### src/rtl/clk_div_pkg.sv
// Shared types and helpers for the programmable clock-divider controller.
//   clk_div_state_e : controller FSM states (idle, counting, update pending)
//   DIV_ONE         : smallest legal divide ratio
//   eff_div()       : maps a requested ratio of 0 onto 1
package clk_div_pkg;

    typedef enum logic [1:0] {
        IDLE = 2'd0,
        RUN  = 2'd1,
        PEND = 2'd2
    } clk_div_state_e;

    localparam int unsigned DIV_ONE = 1;

    function automatic int unsigned eff_div(input int unsigned n);
        return (n == 0) ? DIV_ONE : n;
    endfunction

endpackage

### src/rtl/clk_div_ctrl_if.sv
// Configuration handshake bundle for clk_div_ctrl.
//   cfg_div_i   : requested divide ratio (0 means 1), stable while valid
//   cfg_valid_i : request, held until cfg_ack_o
//   cfg_ack_o   : one-cycle pulse once the new ratio is active
//   busy_o      : an accepted request is waiting for the period boundary
// master = requester (control register / FLL block), slave = divider.
interface clk_div_ctrl_if #(
    parameter int DIV_W = 8
);
    logic [DIV_W-1:0] cfg_div_i;
    logic             cfg_valid_i;
    logic             cfg_ack_o;
    logic             busy_o;

    modport master (output cfg_div_i, cfg_valid_i, input cfg_ack_o, busy_o);
    modport slave  (input cfg_div_i, cfg_valid_i, output cfg_ack_o, busy_o);
endinterface

### src/rtl/clk_div_ctrl.sv
// Programmable clock-divider controller. Emits a one-cycle tick and a
// divided-clock phase level every div_q cycles of clk_i, for use as an ICG
// enable. Ratio changes requested while counting are deferred to the end of
// the current period so no period is ever truncated.
//   clk_i, rst_ni : clock, asynchronous active-low reset
//   en_i          : run enable (low = idle, outputs low)
//   cfg           : configuration handshake (slave side)
//   tick_o        : registered, high for the first cycle of each period
//   phase_o       : registered, high for the first ceil(div/2) cycles
//   cur_div_o     : currently active ratio
module clk_div_ctrl
    import clk_div_pkg::*;
#(
    parameter int          DIV_W       = 8,
    parameter int unsigned DEFAULT_DIV = 1
) (
    input  logic             clk_i,
    input  logic             rst_ni,
    input  logic             en_i,
    clk_div_ctrl_if.slave    cfg,
    output logic             tick_o,
    output logic             phase_o,
    output logic [DIV_W-1:0] cur_div_o
);

    localparam logic [DIV_W-1:0] RST_DIV = DIV_W'(eff_div(DEFAULT_DIV));
    localparam logic [DIV_W-1:0] ONE     = DIV_W'(1);

    clk_div_state_e   state_q, state_d;
    logic [DIV_W-1:0] cnt_q, cnt_d;
    logic [DIV_W-1:0] div_q, div_d;
    logic [DIV_W-1:0] pend_q, pend_d;
    logic             ack_q, busy_q, tick_q, phase_q;
    logic             blk_q;
    logic             apply, req, wrap, run_d;
    logic [DIV_W-1:0] req_div;
    logic [DIV_W:0]   half_d;

    // A request still held high in its own ack cycle is the old one; blk_q
    // masks cfg_valid_i until the requester has dropped it for a cycle.
    assign req     = cfg.cfg_valid_i & ~blk_q;
    assign req_div = DIV_W'(eff_div(32'(cfg.cfg_div_i)));
    assign wrap    = (cnt_q == div_q - ONE);

    always_comb begin
        state_d = state_q;
        cnt_d   = cnt_q;
        div_d   = div_q;
        pend_d  = pend_q;
        apply   = 1'b0;
        unique case (state_q)
            IDLE: begin
                cnt_d = '0;
                // Config wins over a simultaneous enable: RUN starts with
                // the new ratio already loaded.
                if (req) begin
                    div_d = req_div;
                    apply = 1'b1;
                end
                if (en_i) state_d = RUN;
            end
            RUN: begin
                if (!en_i) begin
                    state_d = IDLE;
                    cnt_d   = '0;
                end else begin
                    cnt_d = wrap ? '0 : cnt_q + ONE;
                    if (req) begin
                        pend_d  = req_div;
                        state_d = PEND;
                    end
                end
            end
            PEND: begin
                // Switch only on a period boundary, or at once on disable
                // since the output is being gated anyway.
                if (!en_i || wrap) begin
                    div_d   = pend_q;
                    apply   = 1'b1;
                    cnt_d   = '0;
                    state_d = en_i ? RUN : IDLE;
                end else begin
                    cnt_d = cnt_q + ONE;
                end
            end
            default: begin
                state_d = IDLE;
                cnt_d   = '0;
            end
        endcase
    end

    // Outputs are registered from next-state values so the flop output lines
    // up with the cycle in which cnt holds the decoded value.
    assign run_d  = (state_d != IDLE);
    assign half_d = ({1'b0, div_d} + (DIV_W+1)'(1)) >> 1;

    always_ff @(posedge clk_i or negedge rst_ni) begin
        if (!rst_ni) begin
            state_q <= IDLE;
            cnt_q   <= '0;
            div_q   <= RST_DIV;
            pend_q  <= RST_DIV;
            ack_q   <= 1'b0;
            busy_q  <= 1'b0;
            tick_q  <= 1'b0;
            phase_q <= 1'b0;
            blk_q   <= 1'b0;
        end else begin
            state_q <= state_d;
            cnt_q   <= cnt_d;
            div_q   <= div_d;
            pend_q  <= pend_d;
            ack_q   <= apply;
            busy_q  <= (state_d == PEND);
            tick_q  <= run_d && (cnt_d == '0);
            phase_q <= run_d && ({1'b0, cnt_d} < half_d);
            blk_q   <= apply | (blk_q & cfg.cfg_valid_i);
        end
    end

    assign tick_o        = tick_q;
    assign phase_o       = phase_q;
    assign cur_div_o     = div_q;
    assign cfg.cfg_ack_o = ack_q;
    assign cfg.busy_o    = busy_q;

endmodule
### src/flat_wrapper.sv
// flat-port wrapper written by rule: the top's interface ports become plain ports
module clk_div_ctrl_flat import clk_div_pkg::*;
#(
    parameter int          DIV_W       = 8,
    parameter int unsigned DEFAULT_DIV = 1
)
  (clk_i, rst_ni, en_i, tick_o, phase_o, cur_div_o, cfg_cfg_div_i, cfg_cfg_valid_i, cfg_cfg_ack_o, cfg_busy_o);
  clk_div_ctrl_if #(.DIV_W(DIV_W)) cfg_i ();
  input  logic clk_i;
  input  logic rst_ni;
  input  logic en_i;
  output logic tick_o;
  output logic phase_o;
  output logic [DIV_W-1:0] cur_div_o;
  input wire logic [$bits(cfg_i.cfg_div_i)-1:0] cfg_cfg_div_i;
  input wire logic [$bits(cfg_i.cfg_valid_i)-1:0] cfg_cfg_valid_i;
  output wire logic [$bits(cfg_i.cfg_ack_o)-1:0] cfg_cfg_ack_o;
  output wire logic [$bits(cfg_i.busy_o)-1:0] cfg_busy_o;
  assign cfg_i.cfg_div_i = cfg_cfg_div_i;
  assign cfg_i.cfg_valid_i = cfg_cfg_valid_i;
  assign cfg_cfg_ack_o = cfg_i.cfg_ack_o;
  assign cfg_busy_o = cfg_i.busy_o;
  clk_div_ctrl #(.DIV_W(DIV_W), .DEFAULT_DIV(DEFAULT_DIV)) u_core (.clk_i(clk_i), .rst_ni(rst_ni), .en_i(en_i), .cfg(cfg_i), .tick_o(tick_o), .phase_o(phase_o), .cur_div_o(cur_div_o));
endmodule
### config.mk
export PLATFORM = sky130hd
export DESIGN_NAME = clk_div_ctrl_flat
export DESIGN_NICKNAME = d
export VERILOG_FILES = /design/src/rtl/clk_div_pkg.sv /design/src/rtl/clk_div_ctrl_if.sv /design/src/rtl/clk_div_ctrl.sv /design/src/flat_wrapper.sv
export SDC_FILE = /design/constraint.sdc
export NUM_CORES = 1
export LEC_CHECK = 0
export BUFFER_PORTS_ARGS = -buffer_cell sky130_fd_sc_hd__buf_2
export CORE_MARGIN = 4
export CORE_UTILIZATION = 40
export DETAILED_ROUTE_END_ITERATION = 7
export PLACE_DENSITY = 0.64
export SKIP_LAST_GASP = 1
export SLEW_MARGIN = 20
export SYNTH_ARGS = -nofsm -noshare
export SYNTH_HDL_FRONTEND = slang
export SYNTH_SLANG_ARGS = --single-unit
### constraint.sdc
create_clock -name clk_i -period 6.05 [get_ports clk_i]
set_input_delay 0.605 -clock clk_i [delete_from_list [all_inputs] [get_ports clk_i]]
set_output_delay 0.605 -clock clk_i [all_outputs]
set_load 0.1 [all_outputs]
==> key figures, run 1 <==
Run status
  • Outcome: finished, final reports clean

STA
  • Final hold vios: 0
  • Slew @ Worst Pin: 0.720 ns
  • RSZ-0062 raised after global routing: no
  • Maximum clock frequency: 0.215 GHz
  • Max transition margin: 52.0%
  • Setup_tns: 0 ns
  • Clk_skew: 0.00637 ns
  • Final Max Tran Viols: 0
  • Final setup viols: 0
  • Tmin final: 4.65 ns
  • Final period util: 76.9%

Synthesis
  • Syn_nets: 263
  • Synth cell types: 61
  • YS warnings: 0
  • Top FF cell, synth: dfrtp_1
  • Ys async rst share: 100%
  • Top cells by area, synth: dfrtp_1 32%, ha_1 7.8%, xnor2_1 6.3%
  • FF+latch count, synth: 31
  • Synth Instances: 237
  • Syn Area/Cell: 9.46 sq um
  • Sequential fraction of the synthesis area: 34.7%
  • Number of synthesized flops with an enable pin: 0
  • Dominant cell type by area after synthesis: dfrtp_1
  • Post-Syn Area: 0.00224 sq mm
  • Share of the synthesized area in the top cell type: 32.4%

Power and ir drop
  • P per Cell Area: 560 mW/mm^2
  • Sequential Power Share: 27.7%
  • Int Power: 625 uW
  • Combinational share of power: 60.7%
  • Clock network power share: 11.6%
  • Switching Share: 54.7%
  • Worst IR Drop VDD: 304 uV
  • Switch Pwr: 754 uW
  • Leakage: 0.00103 uW

Placement
  • GP Congestion: 0.807
  • DP Area: 0.00238 sq mm
  • Final HPWL DP: 3.94 mm
  • PortBufs: 23

Critical path
  • CP max stage delay: 0.48 ns
  • Critical Path, Cell by Cell: inv_1 > ha_1 > or3b_4 > or4_4 > a2111oi_4 > o211a_1 > mux2_2 > nand3_1 > ha_1 > inv_1 > nor3_2 > xnor2_1 > ha_1 > a21o_1 > a21oi_1 > nor2b_1 > a2111oi_2
  • Maximum fanout along the worst path: 12
  • Crit Path Category: flop to flop
  • Startpoint types: flop
  • CP Data Arrival Time: 4.82 ns
  • CP required: 6.22 ns
  • CP most frequent cell: ha_1
  • Worst reg-to-reg path cell count: 17
  • Critical Path End Type: flop
  • Slowest-stage cell, CP: o211a_1

CTS
  • Root Buffer: clkbuf_8
  • Post-CTS sizing: 0
  • Clk_lat worst skew: 0.28 ns
  • Max H-tree Level: 2
  • Max Root-Sink Buffers: 2
  • # hold bufs at CTS: 0
  • CTS tree: yes
  • Num CTS Buffers: 5
  • CTS clk-pin slew, worst paths: 0.07 ns
  • Clk sinks: 31
  • Post-CTS setup buffer count: 0

Drt
  • Post-DRT Antenna Nets: 0
  • Post-DR wirelength/cell: 16.1 um
  • 1st-pass router iterations: 4
  • Number of vias per cell: 5.54
  • DR vias: 1799
  • Routed WL: 5.24 mm
  • Initial DRC count: 137
  • DRC viols: 0

Global route
  • GR Overflow Total: 0
  • Largest net degree at the start of global routing: 32
  • Met2 Use GR: 24.4%
  • First-pass GRT wire length: 8.82 mm
  • GRT met3 Usage: 3.37%
  • Grt met1 use: 20.8%
  • Total GRT Usage: 15.6%
  • Vias in the first global route: 1815
  • GRT busiest layer: met2
  • Initial antenna violation count: 0

Cells and area
  • Commonest non-fill, non-tap cells in the layout: 29 x dfrtp_1, 23 x buf_2, 21 x nor2_1
  • Final core area utilization: 46.7%
  • Share of layout cells above drive strength 1: 23.5%
  • Inserted Diodes: 0
  • Finished Cell Area: 0.00246 sq mm
  • Nets: 280
  • Commonest non-fill, non-tap cell in the layout: dfrtp_1
  • P&R area growth vs syn: 9.82%

Die
  • Core Box Area: 0.00527 sq mm
  • Die Span Y: 82.9 um
  • Die area: 0.00687 sq mm
  • # IOs: 24
  • DIE WIDTH: 82.9 um
  • Initial Util: 42.5%
  • FP Rows: 26

Job
  • Max-cap viol count: 0

Min path
  • HP Class: input pin to async pin
==> worst max-delay path: cells and delay by family, from the launching register on <==
family                   cells  cell delay [ns]
AO/OA/AOI/OAI                5             1.49
multiplexers                 1             0.40
AND/OR/NAND/NOR              5             1.25
adder cells (fa/ha/maj)      3             0.66
XOR/XNOR                     1             0.14
flip-flops                   1             0.44
buffers and inverters        2             0.14
==> metrics by stage <==
| stage | hold WS (ns) | worst slack (ns) | total power (uW) | cells |
|---|---|---|---|---|
| after global routing | 0.423 | 1.06 | 1480 | 325 |
| final | 0.373 | 1.40 | 1380 | 325 |
| after detailed placement | 0.471 | 1.40 | 1220 | 317 |
| after CTS | 0.388 | 1.39 | 1390 | 325 |
| after global placement | 0.466 | 1.54 | 1210 | 317 |
| after floorplan | 0.309 | 1.37 | 1060 | 237 |
==> cells by family (layout without fill, tap and decap cells) <==
group | count (synthesis) | count (layout) | share of synthesized area, %
xor gates and xnor gates | 20 | 20 | 7.81
muxes | 12 | 12 | 5.97
AOI/OAI and AO/OA | 51 | 51 | 19.0
and+or+nand+nor | 83 | 83 | 19.5
DFF | 31 | 31 | 34.7
adders and majority gates | 14 | 14 | 7.81
buffers and inverters | 26 | 44 | 5.13
==> worst paths after layout <==
| check | start | to | slack (ns) |
|---|---|---|---|
| setup / recovery | u_core.cur_div_o[1] | u_core.phase_o | 1.40 |
| hold / removal | rst_ni | u_core.state_q[1] | 0.37 |
| setup reg to reg | u_core.cur_div_o[1] | u_core.phase_o | 1.40 |
| hold reg to reg | u_core.blk_q | u_core.blk_q | 0.48 |
| max in group asynchronous | rst_ni | u_core.phase_o | 5.21 |
| min in group clk_i | u_core.blk_q | u_core.blk_q | 0.48 |
==> per-layer routing <==
metal / wire (um) / vias up
met2: 2470 / 35
met5: 0 / -
met3: 191 / 6
met1: 2490 / 862
li1: - / 896
met4: 87 / 0
==> synth_stat cells, types with 5 or more instances <==
library cell and count:
a21oi_1 5, clkbuf_1 7, dfrtp_1 29, ha_1 14, inv_1 13, mux2_2 11, nand2_1 16, nand3_1 18
nor2_1 21, o211ai_1 6, o21ai_0 5, xnor2_1 16
==> registers in the layout, summed over array words and instances (netlist names) <==
register and count:
u_core.cfg.busy_o 1, u_core.blk_q 1, u_core.state_q 2, u_core.cnt_q 8
u_core.cur_div_o 8, u_core.cfg.cfg_ack_o 1, u_core.pend_q 8, u_core.phase_o 1
u_core.tick_o 1
==> layout make-up <==
type                       instances  area, sq um
inverter                          13         48.8
multi-input combinational        180         1350
clock buffer                       5         68.8
tap                               70         87.6
fill                             537         2810
clock inverter                     3         15.0
sequential                        31          778
timing repair buffer              23          115
==> power groups by stage <==
stage               registers (uW)  clock network, uW  logic [uW]
finish                         382                160         837
global route                   396                174         906
CTS                            379                167         841
detailed placement             383                  0         837
global placement               383                  0         831
floorplan                      610                  0         449
No activity file was read; power rests on OpenSTA's default activity.
==> run 2: changes to the inputs <==
Settings changed: ABC_AREA set to 1, PLACE_DENSITY 0.64 to 0.66.
Clock period 6.05 ns to 3.9 ns, I/O delays scaled along.
==> run 2 against run 1 <==
Net effect:
- non-clock buffer count rose by 2
- utilization rose by 0.44 points
- critical endpoint unchanged
- first-iteration DRC count up 5.1%
- highest routed layer unchanged
- flip-flop and latch count unchanged
==> key figures, run 2 <==
Drt
  • 1st-pass router iterations: 5 (+1)
  • Post-DRT Antenna Nets: 0 (unchanged)
  • DR vias: 2181 (+21%)
  • DRC viols: 0 (unchanged)
  • Number of vias per cell: 4.95 (-11%)
  • Routed WL: 5.76 mm (+9.9%)
  • Initial DRC count: 144 (+5.1%)
  • Post-DR wirelength/cell: 13.1 um (-19%)

Die
  • FP Rows: 27 (+3.8%)
  • Die Span Y: 84.7 um (+2.2%)
  • Core Box Area: 0.00561 sq mm (+6.4%)
  • Die area: 0.00717 sq mm (+4.4%)
  • # IOs: 24 (unchanged)
  • DIE WIDTH: 84.7 um (+2.2%)
  • Initial Util: 41.9% (-0.60 points)

Synthesis
  • Synth Instances: 341 (+44%)
  • Sequential fraction of the synthesis area: 33.1% (-1.6 points)
  • Top cells by area, synth: dfrtp_1 31%, nand2_1 14%, inv_1 8.6%
  • Share of the synthesized area in the top cell type: 30.9% (-1.5 points)
  • FF+latch count, synth: 31 (unchanged)
  • Top FF cell, synth: dfrtp_1
  • Ys async rst share: 100% (unchanged)
  • Synth cell count leaders: 89 x nand2_1, 54 x inv_1, 31 x nand3_1, 31 x nor2_1, 29 x dfrtp_1
  • Synth cell types: 32 (-48%)
  • Most frequent cell after synthesis: nand2_1
  • Post-Syn Area: 0.00235 sq mm (+4.9%)
  • YS warnings: 0 (unchanged)
  • Syn Area/Cell: 6.90 sq um (-27%)
  • Syn_nets: 367 (+40%)
  • Number of synthesized flops with an enable pin: 0 (unchanged)
  • Dominant cell type by area after synthesis: dfrtp_1

CTS
  • Max H-tree Level: 2 (unchanged)
  • Clk_lat worst skew: 0.29 ns (about the same)
  • # hold bufs at CTS: 0 (unchanged)
  • Clk sinks: 31 (unchanged)
  • Post-CTS sizing: 0 (unchanged)
  • Post-CTS setup buffer count: 0 (unchanged)
  • CTS clk-pin slew, worst paths: 0.07 ns (about the same)
  • Root Buffer: clkbuf_8
  • Max Root-Sink Buffers: 2 (unchanged)
  • Num CTS Buffers: 5 (unchanged)
  • CTS tree: yes

Cells and area
  • Area of the multi-input gates: 0.00132 sq mm (-2.0%)
  • Reg area: 778 sq um (unchanged)
  • Commonest non-fill, non-tap cell in the layout: nand2_1
  • Filler Cells Inserted: 609 (+13%)
  • Share of layout cells above drive strength 1: 17.6% (-5.9 points)
  • Nets: 394 (+41%)
  • P&R area growth vs syn: 12.4%
  • Inserted Diodes: 0 (unchanged)
  • Commonest non-fill, non-tap cells in the layout: 89 x nand2_1, 54 x inv_1, 31 x nor2_1, 31 x nand3_1, 29 x dfrtp_1

Critical path
  • Worst reg-to-reg path cell count: 22 (+5)
  • Slowest-stage cell, CP: dfstp_2
  • CP max stage delay: 0.56 ns (+0.08 ns)
  • Top Family by Delay on Critical Path: simple AND/OR/NAND/NOR gates
  • Critical Path, Cell by Cell: inv_2 > ha_1 > inv_1 > nand2_1 > nand2_1 > nor2_1 > nand3_1 > a21oi_2 > nand3_4 > nand2_4 > nand3_2 > nand3_2 > ha_1 > nand2_1 > nor2_1 > nand2_1 > ha_1 > nand2_1 > nor2_1 > a211oi_1 > nand2_1 > a21oi_1
  • R2r startpoint: u_core.cur_div_o[0]
  • CP Data Arrival Time: 3.56 ns (-1.26 ns)
  • Bufs and invs on worst path: 2 (unchanged)
  • CP most frequent cell: nand2_1
  • Critical Path End Type: flop
  • CP required: 4.11 ns (-2.11 ns)
  • Crit Path Category: flop to flop
  • Maximum fanout along the worst path: 12 (unchanged)
  • Startpoint types: flop
  • R2r endpoint: u_core.phase_o
  • Worst reg2reg setup slack: 0.55 ns (-0.84 ns)

Placement
  • GP Congestion: 0.868 (+7.5%)
  • Final HPWL DP: 4.53 mm (+15%)
  • PortBufs: 23 (unchanged)

Global route
  • Initial antenna violation count: 0 (unchanged)
  • Largest net degree at the start of global routing: 32 (unchanged)
  • First-pass GRT wire length: 10.0 mm (+14%)
  • GR Overflow Total: 0 (unchanged)
  • Total GRT Usage: 17.5% (+1.9 points)
  • Vias in the first global route: 2139 (+18%)

STA
  • Final Max Tran Viols: 0 (unchanged)
  • Tmin final: 3.35 ns (-1.31 ns)
  • Max transition margin: 44.2% (-7.8 points)
  • Maximum clock frequency: 0.299 GHz (+39%)
  • Final hold vios: 0 (unchanged)
  • Final setup viols: 0 (unchanged)
  • Slew @ Worst Pin: 0.834 ns (+0.114 ns)
  • RSZ-0062 raised after global routing: no
  • Clk_skew: 0.0116 ns (+0.00526 ns)
  • Setup_tns: 0 ns (unchanged)
  • Final period util: 85.8% (+8.9 points)

Run status
  • Outcome: finished, final reports clean

Job
  • Max-cap viol count: 0 (unchanged)

Min path
  • HP Class: input pin to async pin
## run 2: changes by cell type after synthesis, sizes merged, moves of 4 or more
cell	change
nand3	+19
clkbuf	-4
buf	-4
o211ai	-7
mux2	-11
nand2	+84
nor2	+15
o21ai	+15
inv	+47
xnor2	-13
## run 2: cells by family (layout without fill, tap and decap cells)
| kind of cell | count (synthesis) | after routing | share of synthesized area [%] |
|---|---|---|---|
| compound gates | 38 | 38 | 8.88 |
| xor+xnor | 8 | 8 | 2.98 |
| fa+ha+maj | 14 | 14 | 7.45 |
| buf+inv | 65 | 93 | 10.7 |
| flops | 31 | 31 | 33.1 |
| simple gates | 185 | 185 | 36.9 |
## run 2: layout make-up
class,instances,share of cell area (%)
flip-flops and latches,31,29.4
well taps,72,3.41
clock buffers,8,3.78
repair buffers,25,4.92
inverters,60,8.51
multi-input cells,245,50.0
## run 2: worst reg2reg max path, stage by stage (launching register included)
cell	delay (ns)
dfstp_2	0.56
inv_2	0.08
ha_1	0.29
inv_1	0.04
nand2_1	0.05
nand2_1	0.04
nor2_1	0.10
nand3_1	0.10
a21oi_2	0.16
nand3_4	0.16
nand2_4	0.18
nand3_2	0.09
nand3_2	0.09
ha_1	0.23
nand2_1	0.09
nor2_1	0.13
nand2_1	0.08
ha_1	0.28
nand2_1	0.10
nor2_1	0.05
a211oi_1	0.17
nand2_1	0.07
a21oi_1	0.11
## run 2: worst max path at each step
stage                              startpoint  cells past startpoint  slack, ns             end
final                     u_core.cur_div_o[0]                     22       0.55  u_core.phase_o
after global routing      u_core.cur_div_o[0]                     22       0.17  u_core.phase_o
after CTS                 u_core.cur_div_o[0]                     22       0.56  u_core.phase_o
after detailed placement  u_core.cur_div_o[0]                     22       0.59  u_core.phase_o
after global placement    u_core.cur_div_o[0]                     22       0.68  u_core.phase_o
after floorplan           u_core.cur_div_o[1]                     24       0.31  u_core.phase_o
## run 2: through the flow
| step | util [%] | cell area [sq um] | hold slack [ns] | setup WS, ns | instances |
|---|---|---|---|---|---|
| after floorplan | - | 2350 | 0.0944 | 0.308 | 341 |
| after detailed placement | 45.4 | 2540 | 0.488 | 0.593 | 433 |
| after CTS | 47.2 | 2650 | 0.180 | 0.564 | 441 |
| final | 47.2 | 2650 | 0.153 | 0.554 | 441 |
| after global placement | 45.4 | 2540 | 0.484 | 0.679 | 433 |
| after global routing | 47.2 | 2650 | 0.208 | 0.168 | 441 |
## run 2: layer usage
| layer | global-route usage, % | vias to the layer above | wire length (um) |
|---|---|---|---|
| met4 | 6.33 | 0 | 117 |
| li1 | - | 1127 | - |
| met1 | 21.8 | 996 | 2660 |
| met2 | 30.2 | 48 | 2810 |
| met3 | 3.14 | 10 | 177 |
| met5 | 0 | - | 0 |
Power of run 2 is not shown: default switching activity piles up to over one toggle a cycle in this logic, so the estimate is an artifact.
